### src/rtl/lsu_mem.sv
// lsu_mem -- load/store unit memory stage.
//
// Turns load/store requests from execute into single-beat bus transactions,
// stalls the pipeline while a transaction waits for bus_ack_i, registers the
// writeback control, and returns the addressed load lane at bit 0.
//
// Build option: LSU_MISALIGN_TRAP_EN
//   defined   - misaligned half/word accesses issue no bus request, pulse
//               misalign_o for one cycle and suppress the register write.
//   undefined - misalign_o is tied low; the offending low address bits are
//               masked before the lane/byte-enable computation.
//
// Ports
//   clk_i, rst_i                     clock, async active-high reset
//   rd_wr_en_i/sel_i/addr_i          writeback control from execute
//   dram_rd_en_i, dram_wr_en_i       load / store request (both = store)
//   dram_rd_sel_i                    load type (DRAM_RD_*)
//   dram_wr_sel_i                    store type (0 byte, 1 half, 2 word)
//   addr_i, wr_data_i                effective address, store data
//   bus_req_o/we_o/addr_o/be_o/wdata_o  bus request side
//   bus_ack_i, bus_rdata_i           one-cycle completion, read word
//   stall_o                          holds the upstream pipeline
//   *_r_o                            registered control to writeback
//   dram_rd_data_o                   registered load word, lane at bit 0
//   misalign_o                       one-cycle misaligned-access pulse

module lsu_mem #(
   parameter int XLEN = 32
) (
   input  logic            clk_i,
   input  logic            rst_i,
   input  logic            rd_wr_en_i,
   input  logic [1:0]      rd_wr_sel_i,
   input  logic [4:0]      rd_wr_addr_i,
   input  logic            dram_rd_en_i,
   input  logic            dram_wr_en_i,
   input  logic [2:0]      dram_rd_sel_i,
   input  logic [1:0]      dram_wr_sel_i,
   input  logic [XLEN-1:0] addr_i,
   input  logic [XLEN-1:0] wr_data_i,
   output logic            bus_req_o,
   output logic            bus_we_o,
   output logic [XLEN-1:0] bus_addr_o,
   output logic [3:0]      bus_be_o,
   output logic [XLEN-1:0] bus_wdata_o,
   input  logic            bus_ack_i,
   input  logic [XLEN-1:0] bus_rdata_i,
   output logic            stall_o,
   output logic            rd_wr_en_r_o,
   output logic [1:0]      rd_wr_sel_r_o,
   output logic [4:0]      rd_wr_addr_r_o,
   output logic [2:0]      dram_rd_sel_r_o,
   output logic [XLEN-1:0] dram_rd_data_o,
   output logic            misalign_o
);

   // ram_op_enum load types
   localparam logic [2:0] DRAM_RD_B  = 3'd0;
   localparam logic [2:0] DRAM_RD_H  = 3'd1;
   localparam logic [2:0] DRAM_RD_W  = 3'd2;
   localparam logic [2:0] DRAM_RD_BU = 3'd3;
   localparam logic [2:0] DRAM_RD_HU = 3'd4;

   localparam logic [1:0] SZ_B = 2'd0;
   localparam logic [1:0] SZ_H = 2'd1;
   localparam logic [1:0] SZ_W = 2'd2;

   typedef enum logic {IDLE = 1'b0, BUSY = 1'b1} state_t;

   state_t            state_q, state_d;
   logic              we_q;
   logic [XLEN-1:0]   addr_q;
   logic [3:0]        be_q;
   logic [XLEN-1:0]   wdata_q;
   logic              ld_q;
   logic [1:0]        off_q;

   logic              req, is_st, misal_raw, misal, issue, idle, busy;
   logic [1:0]        size, off;
   logic [3:0]        be_c;
   logic [XLEN-1:0]   wdata_c, addr_c;

   assign req   = dram_rd_en_i | dram_wr_en_i;
   assign is_st = dram_wr_en_i;
   assign idle  = (state_q == IDLE);
   assign busy  = (state_q == BUSY);

   always_comb begin
      size = SZ_W;
      if (is_st) begin
         case (dram_wr_sel_i)
            2'd0:    size = SZ_B;
            2'd1:    size = SZ_H;
            default: size = SZ_W;
         endcase
      end else begin
         case (dram_rd_sel_i)
            DRAM_RD_B, DRAM_RD_BU: size = SZ_B;
            DRAM_RD_H, DRAM_RD_HU: size = SZ_H;
            default:               size = SZ_W;
         endcase
      end
   end

   assign misal_raw = ((size == SZ_H) && addr_i[0]) ||
                      ((size == SZ_W) && (addr_i[1:0] != 2'b00));

`ifdef LSU_MISALIGN_TRAP_EN
   assign misal = req & misal_raw;
   assign off   = addr_i[1:0];
`else
   // Without the trap, misalignment is resolved by dropping the low bits
   // the access size cannot use.
   logic unused_misal;
   assign unused_misal = misal_raw;
   assign misal = 1'b0;
   assign off   = (size == SZ_W) ? 2'b00 :
                  (size == SZ_H) ? {addr_i[1], 1'b0} : addr_i[1:0];
`endif

   assign issue = idle & req & ~misal;

   always_comb begin
      be_c    = 4'b1111;
      wdata_c = wr_data_i;
      case (size)
         SZ_B: begin
            be_c    = 4'b0001 << off;
            wdata_c = {(XLEN/8){wr_data_i[7:0]}};
         end
         SZ_H: begin
            be_c    = 4'b0011 << off;
            wdata_c = {(XLEN/16){wr_data_i[15:0]}};
         end
         default: begin
            be_c    = 4'b1111;
            wdata_c = wr_data_i;
         end
      endcase
   end

   assign addr_c = {addr_i[XLEN-1:2], 2'b00};

   always_comb begin
      state_d = state_q;
      case (state_q)
         IDLE:    if (issue && !bus_ack_i) state_d = BUSY;
         BUSY:    if (bus_ack_i)           state_d = IDLE;
         default:                          state_d = IDLE;
      endcase
   end

   // In IDLE the bus is driven straight from the request so a same-cycle ack
   // completes with no stall; in BUSY it replays the latched request.
   assign bus_req_o   = ~rst_i & (issue | busy);
   assign bus_we_o    = busy ? we_q    : is_st;
   assign bus_addr_o  = busy ? addr_q  : addr_c;
   assign bus_be_o    = busy ? be_q    : be_c;
   assign bus_wdata_o = busy ? wdata_q : wdata_c;
   assign stall_o     = ~rst_i & ((issue | busy) & ~bus_ack_i);

   always_ff @(posedge clk_i or posedge rst_i) begin
      if (rst_i) begin
         state_q         <= IDLE;
         we_q            <= 1'b0;
         addr_q          <= '0;
         be_q            <= 4'b0000;
         wdata_q         <= '0;
         ld_q            <= 1'b0;
         off_q           <= 2'b00;
         rd_wr_en_r_o    <= 1'b0;
         rd_wr_sel_r_o   <= 2'b00;
         rd_wr_addr_r_o  <= 5'd0;
         dram_rd_sel_r_o <= 3'd0;
         dram_rd_data_o  <= '0;
         misalign_o      <= 1'b0;
      end else begin
         state_q <= state_d;
         if (issue) begin
            we_q    <= is_st;
            addr_q  <= addr_c;
            be_q    <= be_c;
            wdata_q <= wdata_c;
            ld_q    <= ~is_st;
            off_q   <= off;
            if (bus_ack_i && !is_st)
               dram_rd_data_o <= bus_rdata_i >> {off, 3'b000};
         end else if (busy && bus_ack_i && ld_q) begin
            dram_rd_data_o <= bus_rdata_i >> {off_q, 3'b000};
         end
         if (!stall_o) begin
            rd_wr_en_r_o    <= rd_wr_en_i & ~misal;
            rd_wr_sel_r_o   <= rd_wr_sel_i;
            rd_wr_addr_r_o  <= rd_wr_addr_i;
            dram_rd_sel_r_o <= dram_rd_sel_i;
         end
         misalign_o <= idle & misal;
      end
   end

endmodule

### config.mk
export PLATFORM = sky130hd
export DESIGN_NAME = lsu_mem
export DESIGN_NICKNAME = d
export VERILOG_FILES = /design/src/rtl/lsu_mem.sv
export SDC_FILE = /design/constraint.sdc
export NUM_CORES = 1
export LEC_CHECK = 0
export ABC_AREA = 1
export CORE_MARGIN = 10
export CORE_UTILIZATION = 40
export CTS_BUF_LIST = sky130_fd_sc_hd__clkbuf_4
export DETAILED_ROUTE_END_ITERATION = 8
export HOLD_SLACK_MARGIN = 0.1
export PLACE_DENSITY = 0.8
export SYNTH_ARGS = -nofsm -noshare
export SYNTH_HDL_FRONTEND = slang
export SYNTH_SLANG_ARGS = --single-unit
export TNS_END_PERCENT = 5
### constraint.sdc
create_clock -name clk_i -period 12.8 [get_ports clk_i]
set_clock_uncertainty 0.15 [all_clocks]
set_input_delay 3.84 -clock clk_i [delete_from_list [all_inputs] [get_ports clk_i]]
set_output_delay 3.84 -clock clk_i [all_outputs]
set_load 0.05 [all_outputs]
==> results of run 1 <==
==> layer usage <==
metal / up-vias / share of wire (%)
met3: 20 / 9.3
met1: 2615 / 42
li1: 2997 / -
met5: - / 0
met4: 0 / 1.7
met2: 202 / 47
==> flip-flops by register name (all words and copies together) (netlist names) <==
signal           cells
busy                 1
addr_q              30
we_q                 1
dram_rd_data_o      32
rd_wr_addr_r_o       5
off_q                2
dram_rd_sel_r_o      3
be_q                 4
rd_wr_en_r_o         1
ld_q                 1
rd_wr_sel_r_o        2
wdata_q             32
==> logic make-up after synthesis <==
family          count (synthesis)  share of synthesized area, %
other cells                     1                        0.0626
compound gates                196                          17.4
buf+inv                       160                          11.2
simple gates                  355                          23.6
flops                         114                          47.7
==> synth_stat cells (all sizes together) <==
master  count
or2         1
a21boi      8
nor2       15
o21ai     177
inv       113
clkbuf     21
o211ai      8
a21oi       3
nand2     298
buf        26
conb        1
nand3      41
dfrtp     114
==> stage by stage <==
step	instance area (um2)	hold slack (ns)	setup slack (ns)
after global placement	8260	0.306	1.81
after floorplan	5990	0.303	1.32
after detailed placement	8260	0.309	1.73
after global routing	8540	0.357	1.43
after CTS	8530	0.343	1.71
final	8540	0.337	1.70
==> layout make-up <==
cell class	instances	share of cell area, %
antenna	1	0.0293
clock buffer	18	1.58
clock inverter	14	1.64
inverter	113	5.06
multi-input combinational	554	28.9
sequential	114	33.4
tap	184	2.70
timing repair buffer	228	26.6
==> final timing paths <==
kind	end	start	slack (ns)	cells past startpoint
max	bus_wdata_o[26]	dram_wr_en_i	1.70	11
min	dram_rd_data_o[25]	dram_rd_data_o[25]	0.34	2
max reg2reg	dram_rd_data_o[12]	busy	9.30	10
min reg2reg	dram_rd_data_o[25]	dram_rd_data_o[25]	0.34	2
max in group asynchronous	busy	rst_i	7.58	3
min in group asynchronous	wdata_q[14]	rst_i	3.63	2
==> worst max-delay path: cells and delay by family <==
family / cells / cell delay (ns)
AO/OA/AOI/OAI: 2 / 0.28
AND/OR/NAND/NOR: 5 / 1.12
buffers and inverters: 4 / 1.85
==> placed cells by master, fill, tap and decap left out, types with 3 or more instances in the layout <==
cell type	n
a21oi_1	3
inv_2	8
clkinvlp_4	7
a21boi_0	5
conb_1	3
inv_1	102
o21ai_0	166
a21boi_1	3
inv_4	3
o21ai_1	9
buf_4	3
clkbuf_4	18
dfrtp_1	113
o211ai_1	8
nor2_1	12
nand3_1	40
nand2_1	296
clkinv_2	3
clkdlybuf4s50_1	225
==> power by group through the flow <==
stage	clock network, mW	registers (mW)	logic, mW
final	0.261	0.453	0.538
after global routing	0.287	0.460	0.576
after CTS	0.271	0.453	0.544
after detailed placement	0	0.459	0.543
after global placement	0	0.457	0.538
after floorplan	0	0.566	0.240
==> impl_metrics.json, run 1 <==
{
  "netlist_instances": 826,
  "fin_crit_ns": 11.10,
  "power_frac_seq_pct": 36.2,
  "crit_chain": "clkdlybuf4s50_1 > inv_2 > nand3_1 > nand2_1 > inv_2 > nor2_4 > nand2_1 > o211ai_1 > nand2_1 > o21ai_0 > clkdlybuf4s50_1",
  "grt_use_met1_pct": 20.9,
  "ctsHoldBuffers": 0,
  "cap_violations": 0,
  "die_h_um": 142,
  "cts_buffer_depth": 2,
  "yosysTopAreaCell": "dfrtp_1",
  "final_util_pct": 58.5,
  "drc": 0,
  "gp_congestion": 0.880,
  "cts_buffers": 17,
  "start_util_pct": 41.0,
  "dpl.hpwl_mm": 13.8,
  "worst_pin_slew_ns": 0.851,
  "multi_input_area_um2": 2470,
  "cts_setup_buffers": 0,
  "drt_iter0_markers": 321,
  "combPwrFrac_pct": 43.0,
  "dpl.cell_count": 1193,
  "fin_setup_tns_ns": 0,
  "gr-usage-met2_pct": 28.2,
  "io_pins": 229,
  "post-route-period-util_pct": 86.7,
  "cts_tree": "done",
  "syn-cell-area_um2": 5990,
  "gr-total-overflow": 0,
  "wirelength_mm": 18.5,
  "power_density_nw_per_um2": 147,
  "vias": 5834,
  "endpoint_kind": "primary output",
  "critPathSlowestCell": "clkdlybuf4s50_1",
  "synthDistinctLibCells": 25,
  "path_class": "in -> out",
  "synth_top_area_share_pct": 47.7,
  "leakagePower_nw": 4.04,
  "synth_seq_cells": 114,
  "die_w_um": 142,
  "drv_slew": 0,
  "hold_class": "reg -> reg",
  "swShare_pct": 42.8,
  "p_switching_mw": 0.536,
  "ys_seq_area_share_pct": 47.7,
  "h-tree-depth": 4,
  "crit_top_cell": "nand2_1",
  "syn_to_final_growth_pct": 42.6,
  "slowest_delay_ns": 0.87,
  "clock_sinks": 114,
  "crit_required_ns": 8.81,
  "rsz0062_at_grt": "false",
  "grt.total_usage_pct": 17.8,
  "register_area_um2": 2850,
  "irDropWorstVdd_v": 0.0000821,
  "grt_pass1_wl_mm": 28.9,
  "internal-power_mw": 0.716,
  "setup_viol": 0,
  "total_power_mw": 1.25,
  "cts_resized": 0,
  "worstSkewPairLatency_ns": 0.53,
  "max_freq_mhz": 90.1,
  "met3_usage_pct": 8.04,
  "rows": 44,
  "clk_pin_slew_worst_paths_ns": 0.10,
  "grt_busiest_layer": "met2",
  "core_area_um2": 14600,
  "ys.warnings.count": 0,
  "vias_per_cell": 4.76,
  "port-buffer-count": 225,
  "grt_pass1_vias": 5568,
  "dieArea_um2": 20300,
  "crit_fanout": 21,
  "antenna_found_initial": 1,
  "instances_no_fill": 1226,
  "root_buffer": "clkbuf_4",
  "start_kind": "primary input",
  "drt-pass1-iter-count": 5,
  "synth_area_per_cell_um2": 7.25,
  "grt_max_degree": 99,
  "cp.arrival_ns": 7.11,
  "nets": 1142,
  "status": "completed",
  "final-hold-violation-count": 0,
  "pwr-share-clk_pct": 20.8,
  "fill_cells": 1333,
  "drtAntennaViolNets": 0,
  "layout-drive-gt1-share_pct": 5.28,
  "slew_headroom_pct": 43.3,
  "synth_area_leaders": "dfrtp_1 48%, nand2_1 19%, o21ai_0 14%",
  "wl_per_cell_um": 15.1
}
Power figures use the tool's default switching activity.
==> run 2: changes to the inputs <==
--- a/config.mk
+++ b/config.mk
@@ -12,6 +12,7 @@
 export DETAILED_ROUTE_END_ITERATION = 8
 export HOLD_SLACK_MARGIN = 0.1
 export PLACE_DENSITY = 0.8
+export REMOVE_ABC_BUFFERS = 1
 export SYNTH_ARGS = -nofsm -noshare
 export SYNTH_HDL_FRONTEND = slang
 export SYNTH_SLANG_ARGS = --single-unit
==> run 2 against run 1 <==
Cell count is the same. Clock power increased by 7%. Highest routed layer unchanged. Maximum frequency down 0.38%. Critical path type unchanged.
==> impl_metrics.json, run 2 (synthesis results as in run 1) <==
{
  "io_pins": 229,
  "rows": 44,
  "max_freq_mhz": 89.7,
  "irDropWorstVdd_v": 0.000101,
  "vias": 5994,
  "whs_ns": 0.327,
  "grt_pass1_wl_mm": 30.0,
  "start_util_pct": 41.0,
  "leakagePower_nw": 4.07,
  "mostFrequentLayoutCells": "296 x nand2_1, 225 x clkdlybuf4s50_1, 166 x o21ai_0",
  "core_area_um2": 14600,
  "cap_violations": 0,
  "gp_congestion": 0.928,
  "drt-pass1-iter-count": 5,
  "clk_pin_slew_worst_paths_ns": 0.10,
  "crit_required_ns": 8.81,
  "final_util_pct": 58.6,
  "drtAntennaViolNets": 0,
  "fin_setup_tns_ns": 0,
  "drc": 0,
  "crit_fanout": 21,
  "drv_slew": 0,
  "status": "completed",
  "wirelength_mm": 18.7,
  "power_density_nw_per_um2": 148,
  "cts_setup_buffers": 0,
  "final-hold-violation-count": 0,
  "clock_sinks": 114,
  "worstSkewPairLatency_ns": 0.51,
  "syn_to_final_growth_pct": 42.9,
  "top_regs": "dram_rd_data_o (32), wdata_q (32), addr_q (30)",
  "dieArea_um2": 20300,
  "root_buffer": "clkbuf_4",
  "cts_buffers": 17,
  "vias_per_cell": 4.89,
  "grt.total_usage_pct": 18.3,
  "die_h_um": 142,
  "path_class": "in -> out",
  "gr-total-overflow": 0,
  "antenna_found_initial": 1,
  "drt_iter0_markers": 308,
  "layout_commonest_cell": "nand2_1",
  "endpoint_kind": "primary output",
  "cts_resized": 0,
  "rsz0062_at_grt": "false",
  "dpl.hpwl_mm": 13.7,
  "grt_pass1_vias": 5825,
  "cp.arrival_ns": 7.16,
  "fin_crit_ns": 11.15,
  "grt_max_degree": 99,
  "post-route-period-util_pct": 87.1,
  "port-buffer-count": 225,
  "ctsHoldBuffers": 0,
  "layout-drive-gt1-share_pct": 5.09,
  "setup_viol": 0,
  "wl_per_cell_um": 15.2,
  "cts_tree": "done",
  "cts_buffer_depth": 2,
  "start_kind": "primary input",
  "h-tree-depth": 4,
  "worst_pin_slew_ns": 0.878,
  "die_w_um": 142,
  "hold_class": "reg -> reg",
  "slew_headroom_pct": 41.4,
  "nets": 1142
}
## run 2: final timing paths
path	from	to	slack, ns	cells past startpoint
setup reg to reg	busy	dram_rd_data_o[12]	8.52	11
hold / removal	rd_wr_en_r_o	rd_wr_en_r_o	0.33	2
max in group asynchronous	rst_i	busy	7.57	3
hold reg to reg	rd_wr_en_r_o	rd_wr_en_r_o	0.33	2
min in group asynchronous	rst_i	wdata_q[11]	3.62	2
setup / recovery	dram_wr_en_i	bus_wdata_o[9]	1.65	11
## run 2: metrics by stage
| step | setup WS [ns] | cell area (um2) | std cells | power, mW |
|---|---|---|---|---|
| finish | 1.65 | 8550 | 1226 | 1.27 |
| global route | 1.40 | 8550 | 1226 | 1.34 |
| CTS | 1.67 | 8550 | 1225 | 1.28 |
| detailed placement | 1.68 | 8260 | 1193 | 1.00 |
| global placement | 1.77 | 8260 | 1193 | 0.994 |
| floorplan | 1.25 | 5750 | 781 | 0.796 |
## run 2: per-layer routing
metal	global-route usage [%]	part of all wire (%)
met5	0	0
met4	5.96	1.2
met3	9.68	12
met2	27.9	45
met1	21.6	42
## run 2: worst max-delay path, cell delays in order
cell             delay, ns
clkdlybuf4s50_1       0.60
inv_2                 0.16
nand3_1               0.11
nand2_1               0.49
inv_2                 0.24
nor2_4                0.36
nand2_1               0.13
o21ai_0               0.13
nand2_1               0.07
o21ai_0               0.14
clkdlybuf4s50_1       0.87
## run 2: power by group
| group | switching (mW) | internal, mW | total (mW) |
|---|---|---|---|
| Combinational | 0.358 | 0.178 | 0.535 |
| Clock | 0.139 | 0.139 | 0.278 |
| Sequential | 0.0324 | 0.422 | 0.455 |
| Total | 0.529 | 0.739 | 1.27 |
## run 2: area by class of cell
class | count | area, um2
sequential | 114 | 2850
multi-input combinational | 554 | 2470
fill | 1361 | 6040
clock buffer | 20 | 150
antenna | 1 | 2.50
timing repair buffer | 228 | 2270
inverter | 113 | 432
tap | 184 | 230
clock inverter | 12 | 140
==> run 3: changes to the inputs <==
--- a/config.mk
+++ b/config.mk
@@ -7,11 +7,12 @@
 export LEC_CHECK = 0
 export ABC_AREA = 1
 export CORE_MARGIN = 10
-export CORE_UTILIZATION = 40
+export CORE_UTILIZATION = 46
 export CTS_BUF_LIST = sky130_fd_sc_hd__clkbuf_4
 export DETAILED_ROUTE_END_ITERATION = 8
+export GPL_ROUTABILITY_DRIVEN = 0
 export HOLD_SLACK_MARGIN = 0.1
-export PLACE_DENSITY = 0.8
+export PLACE_DENSITY = 0.89
 export REMOVE_ABC_BUFFERS = 1
 export SYNTH_ARGS = -nofsm -noshare
 export SYNTH_HDL_FRONTEND = slang
==> run 3 against run 2 <==
Worst hold slack gained 0.0073 ns. Maximum frequency grew 0.33%. Design area rose by 0.25%. Non-clock buffer count unchanged. Critical endpoint is now bus_wdata_o[11]. Die area shrank 11%. Utilization increased by 9.0 points. Critical path depth unchanged. Sequential cell count did not move. Cell count is 0.90% lower.
==> impl_metrics.json, run 3 (synthesis results as in run 1) <==
{
  "cts_setup_buffers": 0,
  "nets": 1142,
  "vias_per_cell": 4.93,
  "grt_max_degree": 99,
  "crit_fanout": 21,
  "grt_pass1_wl_mm": 30.2,
  "hold_class": "reg -> reg",
  "status": "completed",
  "dpl.hpwl_mm": 14.0,
  "core_area_um2": 12700,
  "power_density_nw_per_um2": 151,
  "grt.total_usage_pct": 20.7,
  "drt-pass1-iter-count": 5,
  "endpoint_kind": "primary output",
  "drc": 0,
  "worstSkewPairLatency_ns": 0.48,
  "grt_pass1_vias": 5985,
  "antenna_found_initial": 2,
  "rows": 41,
  "cp.arrival_ns": 7.12,
  "grt_use_met1_pct": 23.8,
  "gr-usage-met2_pct": 33.5,
  "syn_to_final_growth_pct": 43.2,
  "vias": 5991,
  "crit_chain": "clkdlybuf4s50_1 > inv_2 > nand3_1 > nand2_1 > inv_2 > nor2_4 > nand2_1 > o21ai_0 > nand2_1 > o21ai_0 > clkdlybuf4s50_1",
  "setup_viol": 0,
  "die_h_um": 134,
  "gr-total-overflow": 0,
  "mostFrequentLayoutCells": "296 x nand2_1, 225 x clkdlybuf4s50_1, 166 x o21ai_0",
  "port-buffer-count": 225,
  "cts_resized": 0,
  "irDropWorstVdd_v": 0.000103,
  "dieArea_um2": 18000,
  "layout_commonest_cell": "nand2_1",
  "path_buf_inv": 4,
  "cts_buffer_depth": 2,
  "fin_crit_ns": 11.11,
  "layout-drive-gt1-share_pct": 5.19,
  "leakagePower_nw": 4.07,
  "start_kind": "primary input",
  "path_class": "in -> out",
  "top_regs": "dram_rd_data_o (32), wdata_q (32), addr_q (30)",
  "root_buffer": "clkbuf_4",
  "rsz0062_at_grt": "false",
  "cap_violations": 0,
  "crit_top_cell": "nand2_1",
  "clk_pin_slew_worst_paths_ns": 0.11,
  "slew_headroom_pct": 41.0,
  "drtAntennaViolNets": 0,
  "slowest_delay_ns": 0.84,
  "drv_slew": 0,
  "h-tree-depth": 4,
  "cts_tree": "done",
  "cp_top_family": "buffers and inverters",
  "die_w_um": 134,
  "total_power_mw": 1.30,
  "post-route-period-util_pct": 86.8,
  "drt_iter0_markers": 475,
  "cts_buffers": 17,
  "met3_usage_pct": 10.2,
  "fin_setup_tns_ns": 0,
  "critPathSlowestCell": "clkdlybuf4s50_1",
  "wl_per_cell_um": 15.6,
  "max_freq_mhz": 90.0,
  "grt_busiest_layer": "met2",
  "crit_required_ns": 8.81,
  "io_pins": 229,
  "clock_sinks": 114,
  "start_util_pct": 47.2,
  "wirelength_mm": 19.0,
  "final-hold-violation-count": 0,
  "worst_pin_slew_ns": 0.885,
  "ctsHoldBuffers": 0
}
-- run 3: cell types whose count changed in the layout (fill, tap and decap cells not counted), sizes merged --
cell / change
clkinvlp: +2
clkinv: -1
diode: +1
clkbuf: -2
bufinv: +1
-- run 3: through the flow --
step           area [um2]  hold WS, ns  worst slack (ns)  util (%)  instances
6_report             8570        0.334              1.69      67.7       1215
5_1_grt              8570        0.353              1.39      67.7       1215
4_1_cts              8570        0.340              1.71      67.6       1213
3_5_place_dp         8240        0.312              1.73      65.1       1181
3_3_place_gp         8240        0.304              1.82      65.1       1181
2_1_floorplan        5750        0.303              1.25         -        781
-- run 3: final timing paths --
kind / end / cells after the start / startpoint / slack [ns]
hold reg to reg: rd_wr_addr_r_o[1] / 2 / rd_wr_addr_r_o[1] / 0.33
max in group asynchronous: busy / 3 / rst_i / 7.50
min in group asynchronous: wdata_q[8] / 2 / rst_i / 3.67
setup reg to reg: dram_rd_data_o[12] / 11 / busy / 8.48
setup / recovery: bus_wdata_o[11] / 11 / dram_wr_en_i / 1.69
hold / removal: rd_wr_addr_r_o[1] / 2 / rd_wr_addr_r_o[1] / 0.33
-- run 3: metal layers --
layer  vias to the layer above  wire length [um]  share of wire [%]
met2                       253              8690                 46
li1                       2998                 -                  -
met5                         -                 0                  0
met3                        18              2280                 12
met4                         0               219                1.2
met1                      2722              7820                 41
-- run 3: cell type report --
cell class              instances  area [um2]
diodes                          2        5.00
clock buffers                  18         135
clock inverters                14         189
fillers                      1069        4100
inverters                     113         432
multi-input cells             554        2470
flip-flops and latches        114        2850
well taps                     172         215
repair buffers                228        2270
-- run 3: tightest hold or removal path, stage by stage, from the launching register on --
cell	delay, ns
dfrtp_1	0.36
nand2_1	0.05
nand2_1	0.05
-- run 3: power breakdown --
part,switching (mW),internal (mW)
Combinational,0.362,0.178
Clock,0.145,0.156
Sequential,0.0324,0.422
